## config.mk

```make
export PLATFORM = sky130hd
export DESIGN_NAME = alu_arbiter_flat
export DESIGN_NICKNAME = d
export VERILOG_FILES = /design/src/rtl/alu_ctrl_pkg.sv /design/src/rtl/alu_arbiter_if.sv /design/src/rtl/alu_op_decode.sv /design/src/rtl/alu_arbiter.sv /design/src/flat_wrapper.sv
export SDC_FILE = /design/constraint.sdc
export NUM_CORES = 1
export LEC_CHECK = 0
export ABC_AREA = 1
export CORE_ASPECT_RATIO = 1.5
export CORE_MARGIN = 5
export CORE_UTILIZATION = 35
export CTS_BUF_LIST = sky130_fd_sc_hd__clkbuf_8
export CTS_CLUSTER_DIAMETER = 80
export DETAILED_ROUTE_END_ITERATION = 10
export PLACE_DENSITY = 0.75
export RECOVER_POWER = 50
export SLEW_MARGIN = 20
export SYNTH_ARGS = -nofsm -noshare
export SYNTH_HDL_FRONTEND = slang
export SYNTH_SLANG_ARGS = --single-unit
```

## constraint.sdc

```tcl
create_clock -name clk -period 1.9 [get_ports clk]
set_clock_uncertainty 0.05 [all_clocks]
set_input_delay 0.57 -clock clk [delete_from_list [all_inputs] [get_ports clk]]
set_output_delay 0.57 -clock clk [all_outputs]
set_load 0.02 [all_outputs]
```

## src/rtl/alu_ctrl_pkg.sv

```systemverilog
// Shared encodings for the ALU arbiter: RV32I funct3 codes, ALU select encodings, FSM states.
package alu_ctrl_pkg;

   localparam logic [2:0] F3_ADD  = 3'b000;
   localparam logic [2:0] F3_SLL  = 3'b001;
   localparam logic [2:0] F3_SLT  = 3'b010;
   localparam logic [2:0] F3_SLTU = 3'b011;
   localparam logic [2:0] F3_XOR  = 3'b100;
   localparam logic [2:0] F3_SR   = 3'b101;
   localparam logic [2:0] F3_OR   = 3'b110;
   localparam logic [2:0] F3_AND  = 3'b111;

   localparam logic [1:0] EXEC_ADD = 2'b00;
   localparam logic [1:0] EXEC_CMP = 2'b01;
   localparam logic [1:0] EXEC_LOG = 2'b10;
   localparam logic [1:0] EXEC_SHF = 2'b11;

   localparam logic [1:0] SH_SLL = 2'b00;
   localparam logic [1:0] SH_SRL = 2'b10;
   localparam logic [1:0] SH_SRA = 2'b11;

   localparam logic [1:0] LOG_XOR = 2'b00;
   localparam logic [1:0] LOG_OR  = 2'b01;
   localparam logic [1:0] LOG_AND = 2'b10;

   typedef enum logic [1:0] {
      ST_IDLE,
      ST_EXEC,
      ST_RESP
   } state_t;

   typedef struct packed {
      logic [1:0] sel_exec_out;
      logic       sel_a;
      logic       sel_comp;
      logic [1:0] sel_s;
      logic [1:0] sel_l;
      logic       illegal;
   } alu_sel_t;

endpackage

```

## src/rtl/alu_arbiter_if.sv

```systemverilog
// Request, response and ALU-drive signals of the shared-ALU arbiter; slave is the arbiter side.
interface alu_arbiter_if #(
   parameter int WIDTH = 32
);
   logic             req0_valid, req0_ready;
   logic [3:0]       req0_op;
   logic [WIDTH-1:0] req0_a, req0_b;
   logic             req1_valid, req1_ready;
   logic [3:0]       req1_op;
   logic [WIDTH-1:0] req1_a, req1_b;

   logic             rsp_valid, rsp_ready, rsp_id;
   logic [WIDTH-1:0] rsp_data;
   logic             rsp_z, rsp_c, rsp_n, rsp_err;

   logic [WIDTH-1:0] alu_srcA, alu_srcB;
   logic             alu_sel_a, alu_sel_comp;
   logic [1:0]       alu_sel_s, alu_sel_l, alu_sel_exec_out;
   logic [WIDTH-1:0] alu_exec_out;
   logic             alu_z, alu_c, alu_n;

   modport slave (
      input  req0_valid, req0_op, req0_a, req0_b,
      input  req1_valid, req1_op, req1_a, req1_b,
      output req0_ready, req1_ready,
      output rsp_valid, rsp_id, rsp_data, rsp_z, rsp_c, rsp_n, rsp_err,
      input  rsp_ready,
      output alu_srcA, alu_srcB, alu_sel_a, alu_sel_comp, alu_sel_s, alu_sel_l, alu_sel_exec_out,
      input  alu_exec_out, alu_z, alu_c, alu_n
   );

   modport master (
      output req0_valid, req0_op, req0_a, req0_b,
      output req1_valid, req1_op, req1_a, req1_b,
      input  req0_ready, req1_ready,
      input  rsp_valid, rsp_id, rsp_data, rsp_z, rsp_c, rsp_n, rsp_err,
      output rsp_ready,
      input  alu_srcA, alu_srcB, alu_sel_a, alu_sel_comp, alu_sel_s, alu_sel_l, alu_sel_exec_out,
      output alu_exec_out, alu_z, alu_c, alu_n
   );
endinterface

```

## src/rtl/alu_op_decode.sv

```systemverilog
// Combinational decode of {funct7[5], funct3} into ALU select lines plus an illegal flag.
// Illegal encodings return all selects at zero so the ALU never sees a partial decode.
module alu_op_decode
   import alu_ctrl_pkg::*;
(
   input  logic [3:0] op,
   output alu_sel_t   sel
);
   always_comb begin
      sel = '0;
      case (op[2:0])
         F3_ADD: begin
            sel.sel_exec_out = EXEC_ADD;
            sel.sel_a        = op[3];
         end
         F3_SLL: begin
            sel.sel_exec_out = EXEC_SHF;
            sel.sel_s        = SH_SLL;
         end
         F3_SLT: begin
            sel.sel_exec_out = EXEC_CMP;
            sel.sel_a        = 1'b1;
            sel.sel_comp     = 1'b1;
         end
         F3_SLTU: begin
            sel.sel_exec_out = EXEC_CMP;
            sel.sel_a        = 1'b1;
         end
         F3_XOR: begin
            sel.sel_exec_out = EXEC_LOG;
            sel.sel_l        = LOG_XOR;
         end
         F3_SR: begin
            sel.sel_exec_out = EXEC_SHF;
            sel.sel_s        = op[3] ? SH_SRA : SH_SRL;
         end
         F3_OR: begin
            sel.sel_exec_out = EXEC_LOG;
            sel.sel_l        = LOG_OR;
         end
         F3_AND: begin
            sel.sel_exec_out = EXEC_LOG;
            sel.sel_l        = LOG_AND;
         end
         default: sel = '0;
      endcase
      // funct7[5] only qualifies add/sub and srl/sra
      if (op[3] && (op[2:0] != F3_ADD) && (op[2:0] != F3_SR)) begin
         sel         = '0;
         sel.illegal = 1'b1;
      end
   end
endmodule

```

## src/rtl/alu_arbiter.sv

```systemverilog
// Round-robin shares one execution ALU between two requesters; accept at T, ALU at T+1, response at T+2.
// A stalled response holds RESP indefinitely and blocks both request ports.
module alu_arbiter
   import alu_ctrl_pkg::*;
#(
   parameter int WIDTH = 32
) (
   input  logic        clk,
   input  logic        rst,
   alu_arbiter_if.slave bus
);
   state_t           state;
   logic             last_grant;
   logic             id_q;
   logic             grant0, grant1;
   logic [3:0]       win_op;
   alu_sel_t         win_sel, sel_q;
   logic [WIDTH-1:0] src_a_q, src_b_q, rsp_data_q;
   logic             rsp_valid_q, rsp_id_q, rsp_z_q, rsp_c_q, rsp_n_q, rsp_err_q;

   // On a tie the port that was not granted last wins
   assign grant1 = (state == ST_IDLE) && bus.req1_valid && (!bus.req0_valid || !last_grant);
   assign grant0 = (state == ST_IDLE) && bus.req0_valid && !grant1;

   assign bus.req0_ready = grant0;
   assign bus.req1_ready = grant1;

   assign win_op = grant1 ? bus.req1_op : bus.req0_op;

   alu_op_decode u_dec (
      .op  (win_op),
      .sel (win_sel)
   );

   always_ff @(posedge clk) begin
      if (rst) begin
         state       <= ST_IDLE;
         last_grant  <= 1'b1;
         id_q        <= 1'b0;
         sel_q       <= '0;
         src_a_q     <= '0;
         src_b_q     <= '0;
         rsp_valid_q <= 1'b0;
         rsp_id_q    <= 1'b0;
         rsp_data_q  <= '0;
         rsp_z_q     <= 1'b0;
         rsp_c_q     <= 1'b0;
         rsp_n_q     <= 1'b0;
         rsp_err_q   <= 1'b0;
      end else begin
         case (state)
            ST_IDLE: begin
               if (grant0 || grant1) begin
                  last_grant <= grant1;
                  id_q       <= grant1;
                  sel_q      <= win_sel;
                  src_a_q    <= grant1 ? bus.req1_a : bus.req0_a;
                  src_b_q    <= grant1 ? bus.req1_b : bus.req0_b;
                  state      <= ST_EXEC;
               end
            end
            ST_EXEC: begin
               // Illegal ops still take the full latency but report nothing from the ALU
               rsp_data_q  <= sel_q.illegal ? '0 : bus.alu_exec_out;
               rsp_z_q     <= !sel_q.illegal && bus.alu_z;
               rsp_c_q     <= !sel_q.illegal && bus.alu_c;
               rsp_n_q     <= !sel_q.illegal && bus.alu_n;
               rsp_err_q   <= sel_q.illegal;
               rsp_id_q    <= id_q;
               rsp_valid_q <= 1'b1;
               sel_q       <= '0;
               src_a_q     <= '0;
               src_b_q     <= '0;
               state       <= ST_RESP;
            end
            ST_RESP: begin
               if (bus.rsp_ready) begin
                  rsp_valid_q <= 1'b0;
                  state       <= ST_IDLE;
               end
            end
            default: state <= ST_IDLE;
         endcase
      end
   end

   assign bus.rsp_valid = rsp_valid_q;
   assign bus.rsp_id    = rsp_id_q;
   assign bus.rsp_data  = rsp_data_q;
   assign bus.rsp_z     = rsp_z_q;
   assign bus.rsp_c     = rsp_c_q;
   assign bus.rsp_n     = rsp_n_q;
   assign bus.rsp_err   = rsp_err_q;

   assign bus.alu_srcA         = src_a_q;
   assign bus.alu_srcB         = src_b_q;
   assign bus.alu_sel_a        = sel_q.sel_a;
   assign bus.alu_sel_comp     = sel_q.sel_comp;
   assign bus.alu_sel_s        = sel_q.sel_s;
   assign bus.alu_sel_l        = sel_q.sel_l;
   assign bus.alu_sel_exec_out = sel_q.sel_exec_out;
endmodule

```

## src/flat_wrapper.sv

```systemverilog
// flat-port wrapper written by rule: the top's interface ports become plain ports
module alu_arbiter_flat import alu_ctrl_pkg::*;
#(
   parameter int WIDTH = 32
)
  (clk, rst, bus_req0_valid, bus_req0_op, bus_req0_a, bus_req0_b, bus_req1_valid, bus_req1_op, bus_req1_a, bus_req1_b, bus_req0_ready, bus_req1_ready, bus_rsp_valid, bus_rsp_id, bus_rsp_data, bus_rsp_z, bus_rsp_c, bus_rsp_n, bus_rsp_err, bus_rsp_ready, bus_alu_srcA, bus_alu_srcB, bus_alu_sel_a, bus_alu_sel_comp, bus_alu_sel_s, bus_alu_sel_l, bus_alu_sel_exec_out, bus_alu_exec_out, bus_alu_z, bus_alu_c, bus_alu_n);
  alu_arbiter_if #(.WIDTH(WIDTH)) bus_i ();
  input  logic clk;
  input  logic rst;
  input wire logic [$bits(bus_i.req0_valid)-1:0] bus_req0_valid;
  input wire logic [$bits(bus_i.req0_op)-1:0] bus_req0_op;
  input wire logic [$bits(bus_i.req0_a)-1:0] bus_req0_a;
  input wire logic [$bits(bus_i.req0_b)-1:0] bus_req0_b;
  input wire logic [$bits(bus_i.req1_valid)-1:0] bus_req1_valid;
  input wire logic [$bits(bus_i.req1_op)-1:0] bus_req1_op;
  input wire logic [$bits(bus_i.req1_a)-1:0] bus_req1_a;
  input wire logic [$bits(bus_i.req1_b)-1:0] bus_req1_b;
  output wire logic [$bits(bus_i.req0_ready)-1:0] bus_req0_ready;
  output wire logic [$bits(bus_i.req1_ready)-1:0] bus_req1_ready;
  output wire logic [$bits(bus_i.rsp_valid)-1:0] bus_rsp_valid;
  output wire logic [$bits(bus_i.rsp_id)-1:0] bus_rsp_id;
  output wire logic [$bits(bus_i.rsp_data)-1:0] bus_rsp_data;
  output wire logic [$bits(bus_i.rsp_z)-1:0] bus_rsp_z;
  output wire logic [$bits(bus_i.rsp_c)-1:0] bus_rsp_c;
  output wire logic [$bits(bus_i.rsp_n)-1:0] bus_rsp_n;
  output wire logic [$bits(bus_i.rsp_err)-1:0] bus_rsp_err;
  input wire logic [$bits(bus_i.rsp_ready)-1:0] bus_rsp_ready;
  output wire logic [$bits(bus_i.alu_srcA)-1:0] bus_alu_srcA;
  output wire logic [$bits(bus_i.alu_srcB)-1:0] bus_alu_srcB;
  output wire logic [$bits(bus_i.alu_sel_a)-1:0] bus_alu_sel_a;
  output wire logic [$bits(bus_i.alu_sel_comp)-1:0] bus_alu_sel_comp;
  output wire logic [$bits(bus_i.alu_sel_s)-1:0] bus_alu_sel_s;
  output wire logic [$bits(bus_i.alu_sel_l)-1:0] bus_alu_sel_l;
  output wire logic [$bits(bus_i.alu_sel_exec_out)-1:0] bus_alu_sel_exec_out;
  input wire logic [$bits(bus_i.alu_exec_out)-1:0] bus_alu_exec_out;
  input wire logic [$bits(bus_i.alu_z)-1:0] bus_alu_z;
  input wire logic [$bits(bus_i.alu_c)-1:0] bus_alu_c;
  input wire logic [$bits(bus_i.alu_n)-1:0] bus_alu_n;
  assign bus_i.req0_valid = bus_req0_valid;
  assign bus_i.req0_op = bus_req0_op;
  assign bus_i.req0_a = bus_req0_a;
  assign bus_i.req0_b = bus_req0_b;
  assign bus_i.req1_valid = bus_req1_valid;
  assign bus_i.req1_op = bus_req1_op;
  assign bus_i.req1_a = bus_req1_a;
  assign bus_i.req1_b = bus_req1_b;
  assign bus_req0_ready = bus_i.req0_ready;
  assign bus_req1_ready = bus_i.req1_ready;
  assign bus_rsp_valid = bus_i.rsp_valid;
  assign bus_rsp_id = bus_i.rsp_id;
  assign bus_rsp_data = bus_i.rsp_data;
  assign bus_rsp_z = bus_i.rsp_z;
  assign bus_rsp_c = bus_i.rsp_c;
  assign bus_rsp_n = bus_i.rsp_n;
  assign bus_rsp_err = bus_i.rsp_err;
  assign bus_i.rsp_ready = bus_rsp_ready;
  assign bus_alu_srcA = bus_i.alu_srcA;
  assign bus_alu_srcB = bus_i.alu_srcB;
  assign bus_alu_sel_a = bus_i.alu_sel_a;
  assign bus_alu_sel_comp = bus_i.alu_sel_comp;
  assign bus_alu_sel_s = bus_i.alu_sel_s;
  assign bus_alu_sel_l = bus_i.alu_sel_l;
  assign bus_alu_sel_exec_out = bus_i.alu_sel_exec_out;
  assign bus_i.alu_exec_out = bus_alu_exec_out;
  assign bus_i.alu_z = bus_alu_z;
  assign bus_i.alu_c = bus_alu_c;
  assign bus_i.alu_n = bus_alu_n;
  alu_arbiter #(.WIDTH(WIDTH)) u_core (.clk(clk), .rst(rst), .bus(bus_i));
endmodule
```

---- Word level (Yosys, flattened, before mapping) ----
Index checks and enable logic that the tools add are counted.
storage, ports and cells
  output and inout bits ................... 112
  latch bits .............................. 0
  register bits after elaboration ......... 115
  input bits .............................. 176
  bits in read-only memories .............. 0
  memory bits (writable) .................. 0
  memories ................................ 0
operators by class
  multipliers ............................. 0
  equality and inequality tests ........... 12
  add/subtract/negate cells ............... 0
  muxes and demuxes ....................... 22
  $lt $le $gt $ge ......................... 0
  reduce and logical (&&, ||, !) cells .... 27
  divide/modulo/power cells ............... 0
  shift operators ......................... 0
  bitwise logic cells ..................... 0
operators by type and width
  kind                                                                   number
  32-bit two-way mux                                                     5
  32-bit case mux with 2 select lines                                    2
  9-bit two-way mux                                                      2
  9-bit case mux with 2 select lines                                     1
  3-bit equality test, second input constant                             4
  1-bit logical AND                                                      9
  2-bit case mux with 4 select lines                                     1
  2-bit AND reduction                                                    4
  3-bit by 2-bit equality test with 1-bit output, second input constant  2
  2-bit two-way mux                                                      3
  2-bit case mux with 3 select lines                                     1
  1-bit zero test                                                        4
  4-bit two-way mux                                                      1
  2-bit != test, second input constant                                   2
  1-bit case mux with 2 select lines                                     2
  2-bit case mux with 2 select lines                                     1
  2-bit nonzero test                                                     2
  2-bit OR reduction                                                     2
  3-bit by 1-bit equality test with 1-bit output, second input constant  1
  3-bit zero test                                                        1
  1-bit two-way mux                                                      3
  3-bit != test, second input constant                                   1
  3-bit nonzero test                                                     1
  3-bit OR reduction                                                     1
  other kinds (4)                                                        5

---- Longest topological paths before layout ----
Gate-level depths: netlist of run 1.
  depth in word-level cells ............... 10
  mapped depth ............................ 12

---- Cells and area by module ----
A second synthesis of run 1 with hierarchy kept.
unflattened totals
  cell total of the unflattened synthesis .. 805
  area, all modules ....................... 5584.1 um2
by module, submodules not included
  module         cells each  area each (um2)  instances
  alu_arbiter    779         5472.7           1
  alu_op_decode  26          111.4            1

---- Worst setup path after synthesis of run 1 ----
OpenSTA, ideal clock, no wires.
  path type ............................... input to output
  start ................................... input port bus_req0_valid
  end ..................................... output port bus_req0_ready
  buffers on the path ..................... 3
  stages on the path ...................... 7
  slack ................................... -0.228 ns
  arrival time ............................ 1.508 ns
  cell sequence ........................... nand2_1 > nand3_2 > buf_4 > buf_2 > buf_2 > nand2_1 > inv_1
on the way
  longest elaborated chain between the ends .. 5
ends and longest elaborated chain
  what                 line                source
  from (decl)          flat_wrapper.sv:10  input wire logic [$bits(bus_i.req0_valid)-1:0] bus_req0_valid;
  1-bit zero test      alu_arbiter.sv:22   assign grant1 = (state == ST_IDLE) && bus.req1_valid && (!bus.req0_valid || !last_grant);
  1-bit logical OR     alu_arbiter.sv:22
  1-bit logical AND    alu_arbiter.sv:22
  1-bit zero test      alu_arbiter.sv:23   assign grant0 = (state == ST_IDLE) && bus.req0_valid && !grant1;
  1-bit logical AND *  alu_arbiter.sv:23
  to (decl)            flat_wrapper.sv:18  output wire logic [$bits(bus_i.req0_ready)-1:0] bus_req0_ready;
Mark *: on every way between the ends. The rest lies on a longest branch, timed or not.

---- Worst setup path in the final report of run 1 ----
Same ends and word-level chain as after synthesis.

==> results of run 1 <==
[layout make-up]
type / instances / share of cell area, %
clock buffer: 19 / 3.11
multi-input combinational: 465 / 26.4
inverter: 34 / 1.56
sequential: 115 / 27.4
clock inverter: 12 / 1.67
timing repair buffer: 330 / 37.4
tap: 165 / 2.46
[final timing paths]
path	startpoint	endpoint	slack [ps]	cells after the start
min	u_core.bus.alu_sel_l[0]$_SDFFE_PP0P_	u_core.bus.alu_sel_l[0]$_SDFFE_PP0P_	400	2
min reg2reg	u_core.bus.alu_sel_l[0]$_SDFFE_PP0P_	u_core.bus.alu_sel_l[0]$_SDFFE_PP0P_	400	2
max reg2reg	u_core.state[1]$_SDFFE_PP0P_	u_core.bus.alu_srcB[3]$_SDFFE_PP0P_	60	7
max	bus_req0_valid	bus_req0_ready	-110	7
[per-stage QoR]
step,utilization [%],std cells,instance area (um^2),power (mW)
4_1_cts,60.4,1139,8410,7.16
5_1_grt,60.4,1140,8410,7.46
3_3_place_gp,57.9,1103,8060,4.91
6_report,60.4,1140,8410,7.05
2_1_floorplan,-,665,4930,3.84
3_5_place_dp,57.9,1103,8060,4.93
[cells in the mapped netlist (all sizes together)]
cell | count | share of area [%]
nand2 | 209 | 16
dfxtp | 115 | 47
a21oi | 61 | 6.2
nand3 | 51 | 5.4
o21ai | 38 | 3.9
nor2 | 37 | 3.6
buf | 34 | 4.5
inv | 33 | 2.5
o211ai | 25 | 3.8
or2 | 25 | 3.2
clkbuf | 17 | 1.3
a31oi | 6 | 0.76
nand4 | 6 | 0.76
a22oi | 3 | 0.46
nor3 | 3 | 0.31
a211oi | 1 | 0.15
clkinv | 1 | 0.10
[worst max-delay path, stage by stage]
cell and delay (ps):
dlygate4sd2_1 280, nand2_4 90, nand3_4 90, buf_12 140
nand2_4 60, inv_2 30, buf_6 120
[per-layer routing]
metal	vias up	global-route usage, %	wire [um]
met5	-	0	0
met4	0	9.26	554
met3	33	6.02	1150
met2	173	38.6	9190
met1	2396	21.4	6530
li1	2770	-	-
[sequential cells by signal, indices dropped and copies added (netlist names)]
name	count
u_core.bus.alu_srcA	32
u_core.bus.alu_srcB	32
u_core.bus.rsp_data	32
u_core.bus.alu_sel_exec_out	2
u_core.bus.alu_sel_l	2
u_core.bus.alu_sel_s	2
u_core.state	2
u_core.bus.alu_sel_a	1
u_core.bus.alu_sel_comp	1
u_core.bus.rsp_c	1
u_core.bus.rsp_err	1
u_core.bus.rsp_id	1
u_core.bus.rsp_n	1
u_core.bus.rsp_valid	1
u_core.bus.rsp_z	1
u_core.id_q	1
u_core.last_grant	1
u_core.sel_q	1
[cells in the final DEF, fill, tap and decap left out, drive strengths merged, types with 25 or more instances in the layout]
master and count:
dlygate4sd2 112, o21ai 38, or2 25, a21oi 61, inv 35, buf 41, nand2 209, o211ai 25
clkdlybuf4s50 172, nand3 51, dfxtp 115, nor2 37
[repair_timing]
action                                  4_1_cts  5_1_grt
hold endpoints to repair                      0        0
gates cloned                                  1        0
setup buffers                                 4        1
pin swaps                                     2        2
endpoints found under the setup margin      185       56
gates resized for setup                     126        6
[power breakdown]
part / internal [mW] / switching (mW)
sequential: 2.64 / 0.109
clock: 1.34 / 0.970
combinational: 0.940 / 1.05
total: 4.92 / 2.13
[logic make-up (layout without fill, tap and decap cells)]
group | count (synthesis) | count (layout) | synth area share [%]
AOI/OAI and AO/OA | 134 | 134 | 15.3
and+or+nand+nor | 331 | 331 | 29.3
DFF | 115 | 115 | 46.9
buffers and inverters | 85 | 395 | 8.46
==> impl_metrics.toml, run 1 <==
[floorplan]
core_um2 = 13900
fp.dieW_um = 107
dieArea_um2 = 16500
die_h_um = 155
initial_core_util_pct = 35.2
rows = 53
pin_count = 288

[flow_run]
drv_cap = 0

[clock_network]
cts_buffer_depth = 2
holdBufCountCts = 0
cts_tree = "done"
root_buffer = "clkbuf_8"
clkLatencyLatePin_ps = 410
htreeDepth = 4
cts.reportedPaths.clkPinSlew_ps = 60
cts.sinks = 115
cts_made_buffers = 17

[cells_and_area]
fill_cells = 1308
antennaDiodeCount = 0
multi_input_area_um2 = 2220
layout-drive-gt1-share_pct = 11.7
syn2layout_area_growth_pct = 71.3
seq_area_um2 = 2300
fin_nets = 1139

[worst_setup_path]
worst_ep_arrival_time_ps = 1390
crit_type = "in2out"
path_max_fanout = 3
worstSetupEndpointType = "output pin"
required_ps = 1280
startpoint_type = "input pin"

[sta]
timing.fmax_ghz = 0.498
fin_hold_ws_ps = 399
rsz0062_at_grt = "true"
tightest_slew_ps = 533
setup_viol = 2
slew_headroom_pct = 64.5
fin_crit_ps = 2010
hold_viol_final = 0
setup-tns-final_ps = -135
min_period_over_period_pct = 106
final-max-slew-violation-count = 0
finalWorstSetupSlack_ps = -106

[worst_hold_path]
hold_class = "reg2reg"

[logic_synthesis]
syn_area_per_cell_um2 = 7.38
yosysWarnings = 0
synth-seq-cells = 115
synth.net_count = 841
yosysUniqueCellTypes = 28
syn_inst = 665
synthesis.area_um2 = 4910
yosysSeqAreaShare_pct = 46.9

[detailed_routing]
drt_pass1_iterations = 4
ant_nets = 0
viasPerCell = 4.71
wirelength_um = 17400
drtIter0Drc = 197
post-route-drc-count = 0
wire_per_inst_um = 15.3
routed-via-count = 5372

[status]
violations = "negative setup slack"
status = "complete, but fails checks"

[place]
dp_worst_setup_slack_ps = -670
place.gp.congestion = 0.839
io_buffers = 287
dp_hpwl_um = 13000

[global_route]
antenna_found_initial = 0
grt_usage_pct = 20.8
grt_max_degree = 49
grt_first_pass_wirelength_um = 27000
grt_pass1_vias = 5331
grt-ovfl-total = 0

[power_and_ir_drop]
powerDensity_nw_per_um2 = 839
leakage_nw = 3.91
ir_worst_vdd_uv = 410
Note: power is estimated with default switching activity, not from simulation.
==> inputs of run 2 (changes only) <==
--- a/config.mk
+++ b/config.mk
@@ -6,7 +6,7 @@
 export NUM_CORES = 1
 export LEC_CHECK = 0
 export ABC_AREA = 1
-export CORE_ASPECT_RATIO = 1.5
+export CORE_ASPECT_RATIO = 0.7
 export CORE_MARGIN = 5
 export CORE_UTILIZATION = 35
 export CTS_BUF_LIST = sky130_fd_sc_hd__clkbuf_8
==> run 2 against run 1 <==
Effect of this change: the flow still finishes with violations (negative setup slack); die area barely moved; highest routed layer unchanged; core utilization is 0.93 points higher; setup slack improved by 25 ps; register-to-register slack worse by 20 ps; cell count grew 1.8%; first-iteration DRC count up 25%.
==> impl_metrics.toml, run 2 (same netlist as run 1, synthesis figures left out) <==
[status]
status = "complete, but fails checks"
violations = "negative setup slack"

[worst_setup_path]
path_cells = "nor2_4 -> buf_6 -> nand3_4 -> nand2_4 -> inv_2 -> buf_6"
cpPeakStageDelay_ps = 340
cpLargestDelayFamily = "flip-flops"
worstSetupEndpointType = "output pin"
cpMostUsedCell = "buf_6"
required_ps = 1280
worst_ep_arrival_time_ps = 1360
path_buf_inv = 3
path_max_fanout = 4
crit_type = "reg2out"
cp_slowest_cell = "dfxtp_2"
startpoint_type = "flop"

[sta]
rsz0062_at_grt = "true"
setup_viol = 2
finalWorstSetupSlack_ps = -81.0
hold_viol_final = 0
fin_crit_ps = 1980
tightest_slew_ps = 428
fin_hold_ws_ps = 394
min_period_over_period_pct = 104
timing.fmax_ghz = 0.505
slew_headroom_pct = 71.5
final-max-slew-violation-count = 0

[detailed_routing]
routedLengthMet1_um = 7600
post-route-drc-count = 0
met2_length_um = 8090
routed-via-count = 5502
wirelength_um = 18200
routed.top_layer = "met4"
wire_per_inst_um = 15.6
ant_nets = 0
dr_wl_met3_um = 2160
drt_pass1_iterations = 4
drtIter0Drc = 247
viasPerCell = 4.74

[cells_and_area]
fin_nets = 1134
syn2layout_area_growth_pct = 72.7
layout_commonest_cell = "nand2_1"
fill_cells = 1277
layout-drive-gt1-share_pct = 11.3
final_cell_area_um2 = 8480
final_cell_mix = "nand2_1, clkdlybuf4s50_1, dfxtp_1, dlygate4sd2_1, a21oi_1"
antennaDiodeCount = 0
stdcell_count = 1161

[worst_hold_path]
hold_class = "reg2reg"

[clock_network]
root_buffer = "clkbuf_8"
clkLatencyLatePin_ps = 420
cts_buffer_depth = 2
cts_tree = "done"
cts_made_buffers = 17
htreeDepth = 4
cts.sinks = 115
holdBufCountCts = 0
cts.reportedPaths.clkPinSlew_ps = 70

[floorplan]
initial_core_util_pct = 35.5
fp.dieW_um = 152
rows = 36
core_um2 = 13800
pin_count = 288
dieArea_um2 = 16500
die_h_um = 109

[global_route]
grt_pass1_vias = 5377
grt_max_degree = 66
grt_first_pass_wirelength_um = 26800
grt-ovfl-total = 0
antenna_found_initial = 0
grt_usage_pct = 20.6

[power_and_ir_drop]
power.total_mw = 7.11
ir_worst_vdd_uv = 409
leakage_nw = 3.89
powerDensity_nw_per_um2 = 839

[place]
io_buffers = 287
dp_cells = 1123
dp_hpwl_um = 12800
dp_worst_setup_slack_ps = -782
dpl-instance-area_um2 = 8080
place.gp.congestion = 0.846

[flow_run]
drv_cap = 0
[run 2: cell count changes in the layout (fill, tap and decap cells not counted), sizes merged]
cell,change
inv,+3
buf,-5
bufinv,-1
clkinv,-1
bufbuf,-1
clkinvlp,+1
[run 2: stage by stage]
step / TNS (ps) / util [%]
after global routing: -1200 / 61.3
final: -110 / 61.3
after global placement: -41300 / 58.4
after floorplan: 0 / -
after CTS: -176 / 60.4
after detailed placement: -43220 / 58.4
[run 2: final timing paths]
check             slack [ps]                                  from  depth (start not counted)                                    to
setup / recovery         -80          u_core.state[1]$_SDFFE_PP0P_                          6                        bus_req0_ready
hold / removal           390  u_core.bus.alu_sel_l[0]$_SDFFE_PP0P_                          2  u_core.bus.alu_sel_l[0]$_SDFFE_PP0P_
setup reg to reg          40          u_core.state[1]$_SDFFE_PP0P_                         13   u_core.bus.alu_srcB[6]$_SDFFE_PP0P_
hold reg to reg          390  u_core.bus.alu_sel_l[0]$_SDFFE_PP0P_                          2  u_core.bus.alu_sel_l[0]$_SDFFE_PP0P_
[run 2: what timing repair did]
item                                    4_1_cts  5_1_grt
resized for setup                           129       11
setup buffers                                 0        3
gates cloned                                  0        3
endpoints found under the setup margin      185       42
pin swaps                                     1        2
hold endpoints to repair                      0        0
[run 2: area by class of cell]
type	instances	area, um^2	share of cell area, %
Clock inverter	14	153	1.80
Timing Repair Buffer	325	3180	37.5
Sequential cell	115	2300	27.2
Inverter	34	138	1.62
Multi-Input combinational cell	465	2220	26.2
Tap cell	190	238	2.80
Clock buffer	18	248	2.92
[run 2: power breakdown]
| part | switching (mW) | internal (mW) |
|---|---|---|
| clock network | 1.09 | 1.21 |
| registers | 0.113 | 2.64 |
| logic | 1.09 | 0.966 |
[run 2: tightest hold or removal path: stages (launching register included)]
cell     delay (ps)
dfxtp_1         310
nand2_1          60
nand2_1          40
[run 2: layer usage]
metal / up-vias / GRT usage (%)
met5: - / 0
met4: 0 / 6.79
met3: 26 / 9.60
met2: 228 / 33.5
met1: 2488 / 24.2
li1: 2760 / -
